--- src/rtl/centroid_calc.sv ---
// Binary-mask centroid: accumulates image moments per frame, then divides
// sequentially (restoring shift-subtract) to publish the object centroid.
module centroid_calc #(
  parameter int IMG_W = 64,
  parameter int IMG_H = 64
) (
  input  logic        clk,
  input  logic        rst,
  input  logic        de_in,
  input  logic        h_sync_in,
  input  logic        v_sync_in,
  input  logic        mask_in,
  output logic [10:0] x_center,
  output logic [10:0] y_center,
  output logic        valid,
  output logic        obj_det,
  output logic        busy
);

  localparam logic [1:0] IDLE  = 2'd0;
  localparam logic [1:0] DIV_X = 2'd1;
  localparam logic [1:0] DIV_Y = 2'd2;
  localparam logic [1:0] DONE  = 2'd3;

  logic [10:0] x_pos, y_pos;
  logic        prev_vsync;
  logic [19:0] m00;
  logic [31:0] m10, m01;
  logic [19:0] div_m00;
  logic [31:0] div_m10, div_m01;
  logic [1:0]  state, state_next;
  logic [5:0]  cnt;
  logic [31:0] rem, quo, rem_next, quo_next;
  logic [32:0] rem_shift;
  logic        div_ge;
  logic [10:0] quo_x;
  logic        empty;
  logic        frame_end, pix_act;
  logic        unused_hsync;

  assign unused_hsync = h_sync_in;
  assign frame_end    = v_sync_in & ~prev_vsync;
  assign pix_act      = de_in & ~v_sync_in;

  // One restoring-division step: shift in the next dividend bit, subtract if it fits.
  always_comb begin
    rem_shift = {rem, quo[31]};
    div_ge    = (rem_shift >= {13'd0, div_m00});
    if (div_ge) begin
      rem_next = 32'(rem_shift - {13'd0, div_m00});
    end else begin
      rem_next = rem_shift[31:0];
    end
    quo_next = {quo[30:0], div_ge};
  end

  // Sequencer: setup cycle + 32 steps for x, 32 steps for y, then one publish cycle.
  always_comb begin
    state_next = state;
    case (state)
      IDLE: begin
        if (frame_end) begin
          state_next = (m00 != 20'd0) ? DIV_X : DONE;
        end else begin
          state_next = IDLE;
        end
      end
      DIV_X: begin
        if (cnt == 6'd32) begin
          state_next = DIV_Y;
        end else begin
          state_next = DIV_X;
        end
      end
      DIV_Y: begin
        if (cnt == 6'd31) begin
          state_next = DONE;
        end else begin
          state_next = DIV_Y;
        end
      end
      DONE:    state_next = IDLE;
      default: state_next = IDLE;
    endcase
  end

  // Pixel position counters, aligned with the downstream crosshair stage.
  always_ff @(posedge clk or posedge rst) begin
    if (rst) begin
      x_pos      <= 11'd0;
      y_pos      <= 11'd0;
      prev_vsync <= 1'b0;
    end else begin
      prev_vsync <= v_sync_in;
      if (v_sync_in) begin
        x_pos <= 11'd0;
        y_pos <= 11'd0;
      end else if (de_in) begin
        if (x_pos == 11'(IMG_W - 1)) begin
          x_pos <= 11'd0;
          y_pos <= (y_pos == 11'(IMG_H - 1)) ? 11'd0 : y_pos + 11'd1;
        end else begin
          x_pos <= x_pos + 11'd1;
        end
      end
    end
  end

  // Moment accumulators; snapshot only when the divider is free, always clear at frame end.
  always_ff @(posedge clk or posedge rst) begin
    if (rst) begin
      m00     <= 20'd0;
      m10     <= 32'd0;
      m01     <= 32'd0;
      div_m00 <= 20'd0;
      div_m10 <= 32'd0;
      div_m01 <= 32'd0;
      empty   <= 1'b0;
    end else begin
      if (frame_end) begin
        m00 <= 20'd0;
        m10 <= 32'd0;
        m01 <= 32'd0;
        if (state == IDLE) begin
          div_m00 <= m00;
          div_m10 <= m10;
          div_m01 <= m01;
          empty   <= (m00 == 20'd0);
        end
      end else if (pix_act && mask_in) begin
        m00 <= m00 + 20'd1;
        m10 <= m10 + {21'd0, x_pos};
        m01 <= m01 + {21'd0, y_pos};
      end
    end
  end

  // Divider datapath and registered result outputs.
  always_ff @(posedge clk or posedge rst) begin
    if (rst) begin
      state    <= IDLE;
      cnt      <= 6'd0;
      rem      <= 32'd0;
      quo      <= 32'd0;
      quo_x    <= 11'd0;
      x_center <= 11'd0;
      y_center <= 11'd0;
      obj_det  <= 1'b0;
      valid    <= 1'b0;
      busy     <= 1'b0;
    end else begin
      state <= state_next;
      busy  <= (state_next != IDLE);
      valid <= (state == DONE);
      case (state)
        DIV_X: begin
          if (cnt == 6'd0) begin
            rem <= 32'd0;
            quo <= div_m10;
            cnt <= 6'd1;
          end else if (cnt == 6'd32) begin
            quo_x <= quo_next[10:0];
            rem   <= 32'd0;
            quo   <= div_m01;
            cnt   <= 6'd0;
          end else begin
            rem <= rem_next;
            quo <= quo_next;
            cnt <= cnt + 6'd1;
          end
        end
        DIV_Y: begin
          rem <= rem_next;
          quo <= quo_next;
          cnt <= cnt + 6'd1;
        end
        DONE: begin
          obj_det <= ~empty;
          if (!empty) begin
            x_center <= quo_x;
            y_center <= quo[10:0];
          end
          cnt <= 6'd0;
        end
        default: begin
          cnt <= 6'd0;
        end
      endcase
    end
  end

endmodule

--- config.mk ---
export PLATFORM = sky130hd
export DESIGN_NAME = centroid_calc
export DESIGN_NICKNAME = d
export VERILOG_FILES = /design/src/rtl/centroid_calc.sv
export SDC_FILE = /design/constraint.sdc
export NUM_CORES = 1
export LEC_CHECK = 0
export ABC_AREA = 1
export CAP_MARGIN = 20
export CORE_MARGIN = 2
export CORE_UTILIZATION = 50
export DETAILED_ROUTE_END_ITERATION = 10
export PLACE_DENSITY = 0.64
export SETUP_SLACK_MARGIN = 0.3
export SLEW_MARGIN = 0
export SYNTH_ARGS = -nofsm -noshare
export SYNTH_HDL_FRONTEND = slang
export SYNTH_SLANG_ARGS = --single-unit
--- constraint.sdc ---
create_clock -name clk -period 22.8 [get_ports clk]
set_clock_uncertainty 0.2 [all_clocks]
set_input_delay 6.84 -clock clk [delete_from_list [all_inputs] [get_ports clk]]
set_output_delay 6.84 -clock clk [all_outputs]
set_load 0.1 [all_outputs]
==> flow_metrics.py <==
metrics = {
    "run_status": {
        "status": "complete, no violations",
    },
    "timing": {
        "worst_slew_pin_slew_ns": 1.01,
        "finalCritPeriodShare": 0.424,
        "timing.fmax_mhz": 103,
        "hold_viol": 0,
        "max-slew-margin-rel": 0.328,
        "post-route-min-period_ns": 9.68,
        "setup_slack_ns": 13.12,
        "rsz0062_at_grt": "no",
        "drv_slew": 0,
        "fin_setup_tns_ns": 0,
        "finalSetupViolCount": 0,
    },
    "power": {
        "vdd.ir_drop.worst_mv": 0.124,
        "leakage_uw": 0.00858,
        "power_density_nw_per_um2": 134,
    },
    "grt": {
        "grtUsageTotal": 0.245,
        "grt_max_degree": 106,
        "antenna_found_initial": 0,
        "grt_pass1_wl_mm": 67.1,
        "grt_remaining_overflow": 0,
        "grt_pass1_vias": 13311,
    },
    "job": {
        "maxCapViolCount": 0,
    },
    "routing": {
        "drtPass1Iterations": 6,
        "drt.antenna.violating_nets": 0,
        "drc": 0,
        "drt_wl_total_mm": 40.2,
        "vias": 13806,
        "wire_per_inst_um": 15.7,
        "drt_iter0_markers": 1002,
        "vias_per_cell": 5.40,
    },
    "floorplanning": {
        "rows": 65,
        "fp.coreArea_um2": 31800,
        "start_util": 0.511,
        "io_pins": 31,
        "die-area_um2": 33900,
        "die_h_um": 184,
        "die_w_um": 184,
    },
    "yosys": {
        "synth_nets": 2146,
        "async_reset_ff_frac": 1.00,
        "syn_inst": 2084,
        "syn_avg_cell_area_um2": 7.79,
        "ys_types": 54,
        "synth_edf_count": 0,
        "synth.top_cell.area_share": 0.462,
        "synth_area_leader_cell": "dfrtp_1",
        "syn_area_um2": 16200,
        "ys_seq_area_frac": 0.462,
        "yosys_register_bits": 300,
        "synth.area.top_cells": "dfrtp_1 (46%), nand2_1 (11%), o21ai_0 (6.2%), inv_1 (6.2%), a21oi_1 (4.2%)",
        "yosysWarnings": 0,
        "synthFlopType": "dfrtp_1",
    },
    "clock_network": {
        "root_buffer": "clkbuf_16",
        "ctsLongestPathBuffers": 3,
        "cts_tree": "yes",
        "postCtsHoldBufs": 0,
        "cts_resized": 0,
        "htree_levels": 2,
        "cts-buffers-inserted": 36,
        "cts_setup_buffers": 0,
        "clock_latency_ns": 0.52,
        "cts.sinks": 300,
        "clk_pin_slew_worst_paths_ns": 0.06,
    },
    "finish": {
        "syn_to_final_growth_pct": 11.5,
        "fill_cells": 2988,
        "ff_latch_area_um2": 7510,
        "final_layout_size_suffix_gt1_frac": 0.0603,
        "mostFrequentLayoutCell": "nand2_1",
        "multi_input_area_um2": 7360,
        "n_antenna_cell": 0,
        "mostFrequentLayoutCells": "nand2_1 (457), dfrtp_1 (300), inv_1 (267)",
        "nNetsFinal": 2159,
    },
    "min_path": {
        "hold_path_class": "reg2reg",
    },
    "place": {
        "place.port_buffers": 29,
        "gp_congestion": 0.935,
        "hpwl_mm": 28.1,
        "post-place-ws_ns": 12.61,
    },
    "critical_path": {
        "arrival_ns": 9.88,
        "reg2reg_slack_ns": 18.16,
        "path_class": "in2reg",
        "cp.required_ns": 23.00,
        "cp-end-kind": "register",
        "crit_fanout": 49,
        "startpoint_type": "input pin",
    },
}
## state kept, by name, indices dropped and copies added, names as in the netlist, 11 cells and up
| name | cells |
|---|---|
| m00 | 20 |
| x_pos | 11 |
| quo_x | 11 |
| x_center | 11 |
| div_m10 | 32 |
| div_m00 | 20 |
| y_pos | 11 |
| quo | 32 |
| m01 | 32 |
| rem | 32 |
| div_m01 | 32 |
| m10 | 32 |
| y_center | 11 |
## worst paths after layout
path                                 from           to  depth (start not counted)
worst max-delay path            v_sync_in      m10[31]                         12
worst min-delay path               cnt[5]       cnt[5]                          1
worst max register to register   state[0]       cnt[5]                          9
worst min register to register     cnt[5]       cnt[5]                          1
max in group asynchronous             rst      m01[29]                          4
min in group asynchronous             rst  y_center[1]                          2
## through the flow
step | cell area [µm²] | std cells | hold WS, ns | total power (µW) | util
after floorplan | 16200 | 2084 | 0.238 | 1610 | -
after global placement | 16900 | 2493 | 0.258 | 1840 | 0.531
after detailed placement | 16900 | 2493 | 0.263 | 1850 | 0.531
after CTS | 18100 | 2555 | 0.270 | 2430 | 0.569
after global routing | 18100 | 2556 | 0.302 | 2620 | 0.569
final | 18100 | 2556 | 0.277 | 2420 | 0.569
## per-layer routing
metal,vias to the layer above,GRT usage,part of all wire
met2,276,0.405,0.47
met3,74,0.0306,0.039
met5,-,0,0
met1,6524,0.338,0.47
met4,0,0.0736,0.024
li1,6932,-,-
## kinds of logic (layout without fill, tap and decap cells)
kind of cell	Yosys count	after routing	synth area share
AO/OA/AOI/OAI	465	465	0.157
XOR/XNOR	21	21	0.0113
multiplexers	13	13	0.00902
buffers and inverters	353	390	0.0849
AND/OR/NAND/NOR	876	876	0.231
adder cells (fa/ha/maj)	56	56	0.0445
flip-flops	300	300	0.462
## critical path: stages
cell and delay [ns]:
clkdlybuf4s50_1 0.61, inv_2 0.13, nor2_4 0.09, buf_4 0.29
inv_2 0.43, nand2_2 0.18, buf_4 0.49, nand2_1 0.23
nor2_1 0.19, nand2_1 0.11, o21ai_0 0.18, nor2_1 0.06
## cell type report
class	instances	area share
clock buffer	53	0.0600
clock inverter	9	0.00643
inverter	284	0.0593
multi-input combinational	1431	0.406
sequential	300	0.415
tap	435	0.0301
timing repair buffer	44	0.0234
## cells in the mapped netlist, types with 14 or more instances
cell type and instances:
ha_1 53, nand3_1 120, dfrtp_1 300, clkbuf_1 48
a21oi_1 136, inv_1 268, nor3_1 47, nand2_1 458
o21ai_0 201, nor2_1 174, nand4_1 34, o22ai_1 54
o21ai_1 26, inv_2 14
## report_power, final
group / internal, µW / switching, µW
sequential: 615 / 64.1
clock: 353 / 226
combinational: 356 / 807
Power figures use the tool's default switching activity.
